**config.mk**
```make
export PLATFORM = sky130hd
export DESIGN_NAME = seq_det_ctrl_flat
export DESIGN_NICKNAME = d
export VERILOG_FILES = /design/src/rtl/seq_det_pkg.sv /design/src/rtl/seq_det_if.sv /design/src/rtl/seq_det_core.sv /design/src/rtl/seq_det_ctrl.sv /design/src/flat_wrapper.sv
export SDC_FILE = /design/constraint.sdc
export NUM_CORES = 1
export LEC_CHECK = 0
export ABC_AREA = 1
export CAP_MARGIN = 20
export CORE_MARGIN = 2
export CORE_UTILIZATION = 45
export CTS_CLUSTER_DIAMETER = 60
export CTS_CLUSTER_SIZE = 28
export DETAILED_ROUTE_END_ITERATION = 16
export PLACE_DENSITY = 0.74
export SKIP_CTS_REPAIR_TIMING = 1
export SLEW_MARGIN = 20
export SYNTH_ARGS = -nofsm -noshare
export SYNTH_HDL_FRONTEND = slang
export SYNTH_SLANG_ARGS = --single-unit
export TNS_END_PERCENT = 5
```
**constraint.sdc**
```tcl
create_clock -name clk -period 3.43 [get_ports clk]
set_input_delay 0.5145 -clock clk [delete_from_list [all_inputs] [get_ports clk]]
set_output_delay 0.5145 -clock clk [all_outputs]
set_load 0.02 [all_outputs]
```
**src/rtl/seq_det_pkg.sv**
```systemverilog
// Shared types and helpers for the programmable serial pattern detector.
// Latency: n/a (types and constants only).
// Backpressure: n/a.
package seq_det_pkg;

    typedef enum logic [1:0] {
        ST_IDLE = 2'd0,
        ST_RUN  = 2'd1,
        ST_DONE = 2'd2
    } state_t;

    localparam int MAX_LEN_DEF = 8;
    localparam int CNT_W_DEF   = 8;

    // Width needed to hold a pattern length of 0..max_len.
    function automatic int len_w(input int max_len);
        return $clog2(max_len + 1);
    endfunction

endpackage

```
**src/rtl/seq_det_if.sv**
```systemverilog
// Control/config and serial-stream bundle between software side and detector.
// Latency: n/a (wires only).
// Backpressure: none; din is qualified by din_valid, no ready path.
// master: drives config, start/abort and the serial stream; observes status.
// slave : the detector; receives the above and drives match/count/status.
interface seq_det_if #(
    parameter int MAX_LEN = 8,
    parameter int CNT_W   = 8
);
    localparam int LW = $clog2(MAX_LEN + 1);

    logic               cfg_we;
    logic [MAX_LEN-1:0] cfg_pattern;
    logic [LW-1:0]      cfg_len;
    logic               cfg_overlap;
    logic [CNT_W-1:0]   cfg_target;
    logic               start;
    logic               abort;
    logic               din;
    logic               din_valid;
    logic               match;
    logic [CNT_W-1:0]   match_cnt;
    logic               busy;
    logic               done;
    logic               cfg_err;

    modport master (
        output cfg_we, cfg_pattern, cfg_len, cfg_overlap, cfg_target,
        output start, abort, din, din_valid,
        input  match, match_cnt, busy, done, cfg_err
    );

    modport slave (
        input  cfg_we, cfg_pattern, cfg_len, cfg_overlap, cfg_target,
        input  start, abort, din, din_valid,
        output match, match_cnt, busy, done, cfg_err
    );

endinterface

```
**src/rtl/seq_det_core.sv**
```systemverilog
// Shift-register pattern matcher: history, fill count, masked compare.
// Latency: hit is registered, 1 cycle after the completing valid bit.
// Backpressure: none; every din_valid bit is consumed while en is high.
// Ports: clk/rst, clear (restart history), en (run window), kill (drop a
// hit this cycle), din/din_valid, cfg_* (pattern, length, overlap),
// hit_nxt (combinational hit for the controller), hit (registered pulse).
module seq_det_core
    import seq_det_pkg::*;
#(
    parameter int MAX_LEN = MAX_LEN_DEF,
    parameter int LW      = len_w(MAX_LEN)
) (
    input  logic               clk,
    input  logic               rst,
    input  logic               clear,
    input  logic               en,
    input  logic               kill,
    input  logic               din,
    input  logic               din_valid,
    input  logic [MAX_LEN-1:0] cfg_pattern,
    input  logic [LW-1:0]      cfg_len,
    input  logic               cfg_overlap,
    output logic               hit_nxt,
    output logic               hit
);

    logic [MAX_LEN-1:0] hist_q, hist_d, hist_sh, mask;
    logic [LW-1:0]      fill_q, fill_d, fill_inc;
    logic               hit_q, hit_d;
    logic               cmp_hit;

    always_comb begin
        hist_sh  = {hist_q[MAX_LEN-2:0], din};
        fill_inc = (fill_q >= LW'(MAX_LEN)) ? fill_q : fill_q + 1'b1;
        for (int i = 0; i < MAX_LEN; i++) begin
            mask[i] = (i < int'(cfg_len));
        end
        // Compare only the low cfg_len bits, and only once enough bits
        // have arrived since the last clear / non-overlapping match.
        cmp_hit = ((hist_sh & mask) == (cfg_pattern & mask)) && (fill_inc >= cfg_len);
        hit_nxt = en && din_valid && cmp_hit && !kill;

        hist_d = hist_q;
        fill_d = fill_q;
        hit_d  = hit_nxt;
        if (clear) begin
            hist_d = '0;
            fill_d = '0;
            hit_d  = 1'b0;
        end else if (en && din_valid) begin
            hist_d = hist_sh;
            // Non-overlap: forget the matched bits so the next match needs
            // a full fresh pattern.
            fill_d = (cmp_hit && !cfg_overlap) ? '0 : fill_inc;
        end
    end

    always_ff @(posedge clk) begin
        if (rst) begin
            hist_q <= '0;
            fill_q <= '0;
            hit_q  <= 1'b0;
        end else begin
            hist_q <= hist_d;
            fill_q <= fill_d;
            hit_q  <= hit_d;
        end
    end

    assign hit = hit_q;

endmodule

```
**src/rtl/seq_det_ctrl.sv**
```systemverilog
// Run controller: config regs, IDLE/RUN/DONE FSM, match counter, target stop.
// Latency: all outputs registered; match/count/DONE 1 cycle after the bit.
// Backpressure: none; config writes outside IDLE are rejected with cfg_err.
// Ports: clk, rst (sync, active-high), bus (seq_det_if.slave) carrying
// config, start/abort, serial din/din_valid and match/count/status.
module seq_det_ctrl
    import seq_det_pkg::*;
#(
    parameter int MAX_LEN = MAX_LEN_DEF,
    parameter int CNT_W   = CNT_W_DEF
) (
    input  logic   clk,
    input  logic   rst,
    seq_det_if.slave bus
);

    localparam int LW = len_w(MAX_LEN);

    state_t             state_q, state_d;
    logic [MAX_LEN-1:0] pat_q, pat_d;
    logic [LW-1:0]      len_q, len_d;
    logic               ovl_q, ovl_d;
    logic [CNT_W-1:0]   tgt_q, tgt_d;
    logic [CNT_W-1:0]   cnt_q, cnt_d, cnt_inc;
    logic               busy_q, busy_d;
    logic               done_q, done_d;
    logic               err_q, err_d;
    logic               cfg_ok, start_ok, tgt_hit;
    logic               hit_nxt, hit;

    seq_det_core #(
        .MAX_LEN (MAX_LEN),
        .LW      (LW)
    ) u_core (
        .clk         (clk),
        .rst         (rst),
        .clear       (start_ok),
        .en          (state_q == ST_RUN),
        .kill        (bus.abort),
        .din         (bus.din),
        .din_valid   (bus.din_valid),
        .cfg_pattern (pat_q),
        .cfg_len     (len_q),
        .cfg_overlap (ovl_q),
        .hit_nxt     (hit_nxt),
        .hit         (hit)
    );

    always_comb begin
        cfg_ok   = bus.cfg_we && (state_q == ST_IDLE) &&
                   (bus.cfg_len != '0) && (bus.cfg_len <= LW'(MAX_LEN));
        // abort has priority over start; start is only meaningful outside RUN.
        start_ok = bus.start && !bus.abort && (state_q != ST_RUN);
        // Target 0 means unlimited, so the counter saturates instead of wrapping.
        cnt_inc  = (cnt_q == '1) ? cnt_q : cnt_q + 1'b1;
        tgt_hit  = hit_nxt && (tgt_q != '0) && (cnt_inc == tgt_q);

        pat_d = pat_q;
        len_d = len_q;
        ovl_d = ovl_q;
        tgt_d = tgt_q;
        if (cfg_ok) begin
            pat_d = bus.cfg_pattern;
            len_d = bus.cfg_len;
            ovl_d = bus.cfg_overlap;
            tgt_d = bus.cfg_target;
        end
        err_d = bus.cfg_we && !cfg_ok;

        state_d = state_q;
        case (state_q)
            ST_IDLE: if (start_ok) state_d = ST_RUN;
            ST_RUN: begin
                if (bus.abort)    state_d = ST_IDLE;
                else if (tgt_hit) state_d = ST_DONE;
            end
            ST_DONE: begin
                if (bus.abort)    state_d = ST_IDLE;
                else if (start_ok) state_d = ST_RUN;
            end
            default: state_d = ST_IDLE;
        endcase

        cnt_d = cnt_q;
        if (start_ok)     cnt_d = '0;
        else if (hit_nxt) cnt_d = cnt_inc;

        busy_d = (state_d == ST_RUN);
        done_d = (state_d == ST_DONE);
    end

    always_ff @(posedge clk) begin
        if (rst) begin
            state_q <= ST_IDLE;
            pat_q   <= '0;
            len_q   <= LW'(1);
            ovl_q   <= 1'b0;
            tgt_q   <= '0;
            cnt_q   <= '0;
            busy_q  <= 1'b0;
            done_q  <= 1'b0;
            err_q   <= 1'b0;
        end else begin
            state_q <= state_d;
            pat_q   <= pat_d;
            len_q   <= len_d;
            ovl_q   <= ovl_d;
            tgt_q   <= tgt_d;
            cnt_q   <= cnt_d;
            busy_q  <= busy_d;
            done_q  <= done_d;
            err_q   <= err_d;
        end
    end

    assign bus.match     = hit;
    assign bus.match_cnt = cnt_q;
    assign bus.busy      = busy_q;
    assign bus.done      = done_q;
    assign bus.cfg_err   = err_q;

endmodule

```
**src/flat_wrapper.sv**
```systemverilog
// flat-port wrapper written by rule: the top's interface ports become plain ports
module seq_det_ctrl_flat import seq_det_pkg::*;
#(
    parameter int MAX_LEN = MAX_LEN_DEF,
    parameter int CNT_W   = CNT_W_DEF
)
  (clk, rst, bus_cfg_we, bus_cfg_pattern, bus_cfg_len, bus_cfg_overlap, bus_cfg_target, bus_start, bus_abort, bus_din, bus_din_valid, bus_match, bus_match_cnt, bus_busy, bus_done, bus_cfg_err);
  seq_det_if #(.MAX_LEN(MAX_LEN), .CNT_W(CNT_W)) bus_i ();
  input  logic clk;
  input  logic rst;
  input wire logic [$bits(bus_i.cfg_we)-1:0] bus_cfg_we;
  input wire logic [$bits(bus_i.cfg_pattern)-1:0] bus_cfg_pattern;
  input wire logic [$bits(bus_i.cfg_len)-1:0] bus_cfg_len;
  input wire logic [$bits(bus_i.cfg_overlap)-1:0] bus_cfg_overlap;
  input wire logic [$bits(bus_i.cfg_target)-1:0] bus_cfg_target;
  input wire logic [$bits(bus_i.start)-1:0] bus_start;
  input wire logic [$bits(bus_i.abort)-1:0] bus_abort;
  input wire logic [$bits(bus_i.din)-1:0] bus_din;
  input wire logic [$bits(bus_i.din_valid)-1:0] bus_din_valid;
  output wire logic [$bits(bus_i.match)-1:0] bus_match;
  output wire logic [$bits(bus_i.match_cnt)-1:0] bus_match_cnt;
  output wire logic [$bits(bus_i.busy)-1:0] bus_busy;
  output wire logic [$bits(bus_i.done)-1:0] bus_done;
  output wire logic [$bits(bus_i.cfg_err)-1:0] bus_cfg_err;
  assign bus_i.cfg_we = bus_cfg_we;
  assign bus_i.cfg_pattern = bus_cfg_pattern;
  assign bus_i.cfg_len = bus_cfg_len;
  assign bus_i.cfg_overlap = bus_cfg_overlap;
  assign bus_i.cfg_target = bus_cfg_target;
  assign bus_i.start = bus_start;
  assign bus_i.abort = bus_abort;
  assign bus_i.din = bus_din;
  assign bus_i.din_valid = bus_din_valid;
  assign bus_match = bus_i.match;
  assign bus_match_cnt = bus_i.match_cnt;
  assign bus_busy = bus_i.busy;
  assign bus_done = bus_i.done;
  assign bus_cfg_err = bus_i.cfg_err;
  seq_det_ctrl #(.MAX_LEN(MAX_LEN), .CNT_W(CNT_W)) u_core (.clk(clk), .rst(rst), .bus(bus_i));
endmodule
```
==> run_results.csv, run 1 <==
group,metric,value,unit
finish,finalNetCount,431,
synthesis,syn_area,2420,um^2
worst_setup_path,worstSetupPathType,"register to register",
clock_network,tritoncts,"done",
sta,fin_hold_ws,475,ps
routing,route.detailed.drc,0,
sta,final_max_slew_viol_count,0,
job,drv_cap,0,
clock_network,clock-sinks,46,
sta,rsz0062_at_grt,"false",
placed_design,routabilityCongestion,0.833,
global_routing,grtUsageTotal,20.1,%
floorplan,die_h,77.4,um
floorplan,die-area,5990,um^2
pwr,powerDensity,375,nW/um^2
sta,worst_clock_skew,9.88,ps
worst_setup_path,cp_max_fo,5,
routing,first_iter_violations,109,
global_routing,overflow,0,
clock_network,htree_levels,2,
floorplan,initial_core_util,47.2,%
sta,setup_violations,0,
floorplan,num_rows,26,
sta,tns,0,ps
routing,vias,2298,
finish,syn_to_final_growth,21.9,%
placed_design,io_buffers,39,
routing,wirelength,5660,um
worst_setup_path,regToRegSetupSlack,1010,ps
synthesis,synth-seq-area-share,38.0,%
worst_setup_path,start_kind,"register",
sta,period_minus_slack,2420,ps
sta,min_period_over_period,70.5,%
sta,hold_violations,0,
sta,fmax,413,MHz
pwr,irDropWorstVdd,0.170,mV
finish,layout.cells.non_filler,467,
routing,ant_nets,0,
global_routing,grt_max_degree,35,
finish,final_common_cell,"nand2_1",
finish,final_cell_mix,"nand2_1, inv_1, dfxtp_1, nor2_1, clkdlybuf4s50_1",
synthesis,postSynthCellCount,358,
global_routing,antenna_found_initial,0,
floorplan,core_area,5140,um^2
sta,slew_headroom,66.6,%
clock_network,cts_buffers,5,
global_routing,grt_pass1_wl,9760,um
finish,diodes,0,
placed_design,post-dp-hpwl,4280,um
routing,dr.pass1.iters,4,
clock_network,cts_root_buffer,"clkbuf_8",
floorplan,io_pins,40,
routing,wire_per_inst,12.1,um
synthesis,synth_fp_nets,393,
synthesis,ys_types,28,
placed_design,pre_cts_ws,1100,ps
synthesis,synth_area_leaders,"dfxtp_1, nand2_1, inv_1",
clock_network,clkTransAtPathRegs,80,ps
worst_setup_path,end_kind,"register",
outcome,status,"completed",
worst_setup_path,critical_path_arrival,2620,ps
synthesis,synth-seq-cells,46,
sta,setup_ws,1010,ps
pwr,leakage,1.26,nW
global_routing,grt_pass1_vias,2185,
synthesis,syn_avg_cell_area,6.77,um^2
hold_path,min_path_type,"register to register",
routing,routed_via_density,4.92,
synthesis,yosysWarnings,0,
placed_design,dpl.cell_count,459,
finish,drive_gt1_share,5.29,%
clock_network,clockBufferDepth,2,
worst_setup_path,crit_required,3630,ps
clock_network,insertion_delay,310,ps
synthesis,post-synth-top-area-cell,"dfxtp_1",
synthesis,yosys.area.top_type_share,38.0,%
floorplan,die_x,77.4,um
sta,tightest_slew,501,ps
==> registers in the layout, indices dropped and copies added (netlist names) <==
signal and cells:
u_core.bus.busy 1, u_core.bus.cfg_err 1, u_core.bus.done 1, u_core.bus.match_cnt 8, u_core.len_q 4, u_core.ovl_q 1
u_core.pat_q 8, u_core.state_q 2, u_core.tgt_q 8, u_core.u_core.fill_q 4, u_core.u_core.hist_q 7, u_core.u_core.hit 1
==> synthesized netlist by cell type <==
cell type  instances
o211ai_1           1
nand2_4            1
nand2_1           77
clkinv_1           1
nor2_1            40
o21ai_1            1
o21bai_1           2
o211a_1            1
a21oi_1           32
nand4_1            3
nand3_1           30
ha_1               7
nor2_2             1
inv_1             46
clkbuf_1           8
or3_1              1
a211oi_1           3
nand2_2            3
buf_6              2
dfxtp_1           46
xor2_1             3
o21ai_0           34
nand3b_1           2
nand3_2            3
nor3_1             4
inv_2              1
nor2_4             3
xnor2_1            2
==> layout make-up <==
type | instances | area (um^2)
Fill cell | 524 | 2180
Timing Repair Buffer | 41 | 405
Sequential cell | 46 | 921
Inverter | 48 | 180
Tap cell | 70 | 87.6
Multi-Input combinational cell | 254 | 1270
Clock inverter | 1 | 5.00
Clock buffer | 7 | 86.3
==> stage by stage <==
stage / util [%] / total power, mW / area (um^2)
4_1_cts: 57.5 / 1.11 / 2960
3_5_place_dp: 55.7 / 0.774 / 2870
6_report: 57.5 / 1.11 / 2960
2_1_floorplan: - / 0.705 / 2420
5_1_grt: 57.5 / 1.16 / 2960
3_3_place_gp: 55.7 / 0.769 / 2870
==> routing by layer <==
layer	GRT usage, %	part of all wire (%)	up-vias
li1	-	-	1228
met1	25.1	46	1010
met2	35.1	49	51
met3	3.95	3.8	9
met4	5.89	1.3	0
met5	0	0	-
==> worst paths after layout <==
path                                                end  cells after the start                     from
worst max-delay path            u_core.u_core.fill_q[3]                     13  u_core.u_core.fill_q[0]
worst min-delay path                    u_core.pat_q[5]                      2          u_core.pat_q[5]
worst max register to register  u_core.u_core.fill_q[3]                     13  u_core.u_core.fill_q[0]
worst min register to register          u_core.pat_q[5]                      2          u_core.pat_q[5]
==> where the power goes <==
part,internal (mW),switching [mW]
registers,0.560,0.0203
logic,0.0827,0.100
clock network,0.163,0.183
==> worst max-delay path, cell delays in order, from the launching register on <==
cell,delay [ps]
dfxtp_1,420
inv_1,70
ha_1,290
nand2_1,60
o21ai_0,110
ha_1,320
inv_1,50
nor2_1,90
o211ai_1,110
nand3_1,80
nand3_1,150
or3_1,420
nand3_1,120
inv_1,40
==> kinds of logic (layout without fill, tap and decap cells) <==
family	after synthesis	in the layout	share of synthesized area, %
buffers and inverters	58	97	9.60
XOR/XNOR	5	5	1.81
AO/OA/AOI/OAI	74	74	16.1
AND/OR/NAND/NOR	168	168	30.9
flip-flops	46	46	38.0
adder cells (fa/ha/maj)	7	7	3.61
Note: power is estimated with default switching activity, not from simulation.
==> run 2, diff against run 1 <==
--- a/config.mk
+++ b/config.mk
@@ -12,7 +12,7 @@
 export CTS_CLUSTER_DIAMETER = 60
 export CTS_CLUSTER_SIZE = 28
 export DETAILED_ROUTE_END_ITERATION = 16
-export PLACE_DENSITY = 0.74
+export PLACE_DENSITY = 0.77
 export SKIP_CTS_REPAIR_TIMING = 1
 export SLEW_MARGIN = 20
 export SYNTH_ARGS = -nofsm -noshare
==> constraint.sdc (replaced) <==
create_clock -name clk -period 2 [get_ports clk]
set_input_delay 0.3 -clock clk [delete_from_list [all_inputs] [get_ports clk]]
set_output_delay 0.3 -clock clk [all_outputs]
set_load 0.02 [all_outputs]
==> run 2 against run 1 <==
Net effect: clock skew is 0.60 ps lower; routed wire length rose by 4.3%; the flow now finishes with violations (setup timing); global-route usage is 0.25 points lower; worst hold slack about the same; total power is 75% higher.
==> run_results.csv, run 2 (synthesis results as in run 1) <==
group,metric,value,unit
global_routing,grt_pass1_vias,2217,
floorplan,initial_core_util,47.2,%
global_routing,grt_pass1_wl,9670,um
worst_setup_path,crit_required,2190,ps
worst_setup_path,regToRegSetupSlack,-170,ps
outcome,status,"complete, but fails checks",
worst_setup_path,startpoint,"u_core.u_core.fill_q[1]",
sta,tightest_slew,304,ps
pwr,irDropWorstVdd,0.350,mV
global_routing,overflow,0,
routing,first_iter_violations,130,
sta,setup_violations,17,
clock_network,cts_buffers,5,
pwr,powerDensity,598,nW/um^2
finish,finalNetCount,450,
global_routing,grtUsageTotal,19.9,%
sta,rsz0062_at_grt,"true",
clock_network,clkTransAtPathRegs,90,ps
global_routing,antenna_found_initial,0,
routing,route.detailed.drc,0,
sta,min_period_over_period,109,%
sta,setup_ws,-170,ps
finish,final_util,63.2,%
worst_setup_path,critical_path_arrival,2360,ps
floorplan,die-area,5990,um^2
clock_network,clockBufferDepth,2,
worst_setup_path,r2r-start,"u_core.u_core.fill_q[1]",
finish,final_common_cell,"nand2_1",
placed_design,post-dp-hpwl,4590,um
pwr,leakage,1.39,nW
worst_setup_path,cp_max_fo,6,
worst_setup_path,worstSetupPathType,"register to register",
worst_setup_path,timing.critical_path.to,"u_core.bus.match_cnt[4]",
finish,syn_to_final_growth,34.1,%
finish,diodes,0,
finish,stdcell_area,3250,um^2
sta,final_max_slew_viol_count,0,
worst_setup_path,start_kind,"register",
routing,wire_per_inst,12.1,um
routing,wirelength,5900,um
placed_design,io_buffers,39,
clock_network,clock-sinks,46,
job,drv_cap,0,
sta,hold_violations,0,
clock_network,htree_levels,2,
sta,period_minus_slack,2170,ps
floorplan,die_x,77.4,um
clock_network,tritoncts,"done",
placed_design,routabilityCongestion,0.886,
hold_path,min_path_type,"register to register",
sta,fmax,461,MHz
sta,slew_headroom,79.7,%
clock_network,insertion_delay,300,ps
worst_setup_path,end_kind,"register",
placed_design,placed_area,3020,um^2
worst_setup_path,r2r_end,"u_core.bus.match_cnt[4]",
routing,dr.pass1.iters,4,
sta,worst_clock_skew,9.27,ps
floorplan,num_rows,26,
finish,drive_gt1_share,15.6,%
floorplan,io_pins,40,
floorplan,die_h,77.4,um
routing,vias,2401,
worst_setup_path,reg2regPathDepth,14,
routing,routed_via_density,4.94,
outcome,violations,"setup timing",
sta,tns,-1680,ps
floorplan,core_area,5140,um^2
finish,final_cell_mix,"nand2_1, dfxtp_1, inv_1, clkdlybuf4s50_1, nor2_1",
global_routing,grt_max_degree,29,
routing,ant_nets,0,
clock_network,cts_root_buffer,"clkbuf_8",
## run 2: area by class of cell
cell class	instances	area, um^2
fill	475	1890
multi-input combinational	254	1380
sequential	46	923
timing repair buffer	59	573
inverter	48	185
tap	70	87.6
clock buffer	7	86.3
timing repair inverter	1	6.26
clock inverter	1	5.00
## run 2: power breakdown
group	switching, mW	internal, mW	total [mW]
clock	0.308	0.279	0.587
sequential	0.0338	0.961	0.995
combinational	0.188	0.173	0.361
total	0.530	1.41	1.94
## run 2: routing by layer
layer	global-route usage, %	wire [um]
met5	0	0
met4	7.68	97
met3	3.14	184
met2	34.3	2910
met1	24.8	2710
## run 2: worst min path at each step
| stage | slack (ps) | to | start | depth (start not counted) |
|---|---|---|---|---|
| floorplan | 410 | u_core.len_q[0] | bus_cfg_len[0] | 2 |
| global placement | 460 | u_core.pat_q[5] | u_core.pat_q[5] | 2 |
| detailed placement | 460 | u_core.pat_q[4] | u_core.pat_q[4] | 2 |
| CTS | 480 | u_core.pat_q[4] | u_core.pat_q[4] | 2 |
| global route | 510 | u_core.pat_q[5] | u_core.pat_q[5] | 2 |
| finish | 480 | u_core.pat_q[4] | u_core.pat_q[4] | 2 |
## run 2: through the flow
step | power (mW) | hold slack [ps] | cells | worst slack (ps)
final | 1.94 | 475 | 486 | -170
after global routing | 2.03 | 507 | 486 | -276
after CTS | 1.92 | 476 | 483 | -182
after detailed placement | 1.35 | 463 | 475 | -156
after global placement | 1.34 | 461 | 475 | -42.6
after floorplan | 1.21 | 413 | 358 | -51.1
## run 2: worst max-delay path: stages, from the launching register on
cell      delay (ps)
dfxtp_2          340
inv_2             50
ha_4             230
nand2_4           70
o21ai_4           60
ha_4             280
inv_2             30
nor2_2            90
o211ai_1         100
nand3_1          100
nand3_2          110
nor2_4           240
clkinv_4         130
o21ai_2          160
a21oi_2           40
==> run 3, diff against run 2 <==
--- a/config.mk
+++ b/config.mk
@@ -12,6 +12,7 @@
 export CTS_CLUSTER_DIAMETER = 60
 export CTS_CLUSTER_SIZE = 28
 export DETAILED_ROUTE_END_ITERATION = 16
+export GPL_TIMING_DRIVEN = 0
 export PLACE_DENSITY = 0.77
 export SKIP_CTS_REPAIR_TIMING = 1
 export SLEW_MARGIN = 20
==> run 3 against run 2 <==
Net effect: the flow still finishes with violations (setup timing); highest routed layer unchanged; via count up 2.2%; critical path depth up 1; core utilization is 2.2 points lower; global-route usage up 0.90 points; die area unchanged; register-to-register slack about the same; total power rose by 3.2%.
==> run_results.csv, run 3 (synthesis results as in run 1) <==
group,metric,value,unit
placed_design,pre_cts_ws,-311,ps
hold_path,min_path_type,"primary input to register",
global_routing,overflow,0,
sta,hold_violations,0,
sta,slew_headroom,60.5,%
global_routing,antenna_found_initial,0,
floorplan,initial_core_util,47.2,%
routing,wirelength,6130,um
sta,final_max_slew_viol_count,0,
clock_network,insertion_delay,300,ps
finish,layout.cells.non_filler,481,
pwr,leakage,1.35,nW
routing,dr_wl_met2,3210,um
sta,fmax,459,MHz
pwr,powerDensity,639,nW/um^2
global_routing,grt_max_degree,14,
sta,worst_clock_skew,10.6,ps
clock_network,cts_root_buffer,"clkbuf_8",
global_routing,grt_pass1_vias,2265,
placed_design,dpl.cell_count,466,
floorplan,core_area,5140,um^2
worst_setup_path,worstPathCellList,"inv_4 -> ha_4 -> nand2_2 -> o21ai_2 -> ha_1 -> inv_1 -> nor2_1 -> o211ai_1 -> nand3_1 -> nand3_2 -> nor2_4 -> inv_4 -> buf_8 -> o21ai_2 -> a21oi_1",
job,drv_cap,0,
outcome,status,"complete, but fails checks",
finish,regArea,926,um^2
worst_setup_path,slowest_delay,370,ps
routing,vias,2453,
worst_setup_path,end_kind,"register",
worst_setup_path,cpLargestDelayFamily,"simple AND/OR/NAND/NOR gates",
worst_setup_path,worstSetupPathType,"register to register",
routing,wl_met1,2480,um
clock_network,cts_buffers,5,
floorplan,die_h,77.4,um
finish,finalNetCount,445,
clock_network,clockBufferDepth,2,
placed_design,io_buffers,38,
global_routing,grt_pass1_wl,9960,um
clock_network,clkTransAtPathRegs,90,ps
finish,diodes,0,
sta,min_period_over_period,109,%
outcome,violations,"setup timing",
sta,setup_ws,-180,ps
routing,met3_length,307,um
pwr,total_power,2.00,mW
sta,rsz0062_at_grt,"true",
worst_setup_path,timing.critical_path.to,"u_core.bus.match_cnt[5]",
finish,drive_gt1_share,10.7,%
worst_setup_path,startpoint,"u_core.u_core.fill_q[1]",
worst_setup_path,critical_path_arrival,2380,ps
finish,multi_input_area,1320,um^2
finish,syn_to_final_growth,29.5,%
floorplan,die_x,77.4,um
worst_setup_path,r2r-start,"u_core.u_core.fill_q[1]",
worst_setup_path,start_kind,"register",
global_routing,grtUsageTotal,20.8,%
finish,final_common_cell,"nand2_1",
sta,tightest_slew,590,ps
floorplan,die-area,5990,um^2
placed_design,post-dp-hpwl,4440,um
sta,tns,-2220,ps
worst_setup_path,cp_max_fo,5,
routing,dr.max_layer_used,"met4",
worst_setup_path,regToRegSetupSlack,-180,ps
placed_design,routabilityCongestion,0.785,
worst_setup_path,r2r_end,"u_core.bus.match_cnt[5]",
worst_setup_path,worst-path-buf-inv,4,
clock_network,tritoncts,"done",
sta,period_minus_slack,2180,ps
routing,ant_nets,0,
sta,fin_hold_ws,359,ps
floorplan,num_rows,26,
floorplan,io_pins,40,
clock_network,htree_levels,2,
clock_network,clock-sinks,46,
worst_setup_path,reg2regPathDepth,15,
finish,nFillCells,502,
worst_setup_path,crit_required,2200,ps
sta,setup_violations,17,
routing,wire_per_inst,12.8,um
worst_setup_path,slowest_stage,"dfxtp_2",
finish,final_cell_mix,"nand2_1, inv_1, dfxtp_1, nor2_1, clkdlybuf4s50_1",
routing,route.detailed.drc,0,
pwr,irDropWorstVdd,0.514,mV
routing,dr.pass1.iters,4,
routing,first_iter_violations,123,
routing,routed_via_density,5.10,
worst_setup_path,crit_cells,15,
==> run 3: cell count changes in the layout (fill, tap and decap cells not counted), sizes merged <==
cell	delta
buf	-12
clkbuf	+10
clkinv	-2
clkdlybuf4s50	-1
==> run 3: worst min-delay path by stage <==
stage	from	end	slack (ps)	cells after the start
after floorplan	bus_cfg_len[0]	u_core.len_q[0]	410	2
after global placement	u_core.tgt_q[1]	u_core.tgt_q[1]	460	2
after detailed placement	u_core.tgt_q[1]	u_core.tgt_q[1]	460	2
after CTS	rst	u_core.bus.busy	350	2
after global routing	rst	u_core.bus.busy	380	2
final	rst	u_core.bus.busy	360	2
==> run 3: area by class of cell <==
type                            instances  share of cell area [%]
Tap cell                               70                    2.79
Multi-Input combinational cell        254                    42.1
Sequential cell                        46                    29.5
Inverter                               48                    5.90
Clock buffer                            8                    3.51
Buffer                                 10                    1.83
Timing Repair Buffer                   45                    14.3
==> run 3: per-stage QoR <==
stage	utilization (%)	area [um^2]
detailed placement	56.4	2900
CTS	58.5	3010
global route	61.1	3140
finish	61.1	3140
global placement	56.4	2900
floorplan	-	2430
==> run 3: metal layers <==
| metal | up-vias | global-route usage, % |
|---|---|---|
| li1 | 1257 | - |
| met1 | 1120 | 24.5 |
| met2 | 62 | 37.0 |
| met3 | 14 | 3.60 |
| met4 | 0 | 8.93 |
| met5 | - | 0 |
==> run 3: worst reg2reg max path, stage by stage (launching register included) <==
cell and delay [ps]:
dfxtp_2 370, inv_4 50, ha_4 230, nand2_2 60, o21ai_2 60, ha_1 290, inv_1 40, nor2_1 70
o211ai_1 100, nand3_1 110, nand3_2 130, nor2_4 210, inv_4 80, buf_8 130, o21ai_2 100, a21oi_1 40
==> run 3: where the power goes <==
group / internal, mW / total [mW] / switching, mW
Sequential: 0.960 / 0.994 / 0.0336
Combinational: 0.152 / 0.337 / 0.186
Clock: 0.350 / 0.674 / 0.324
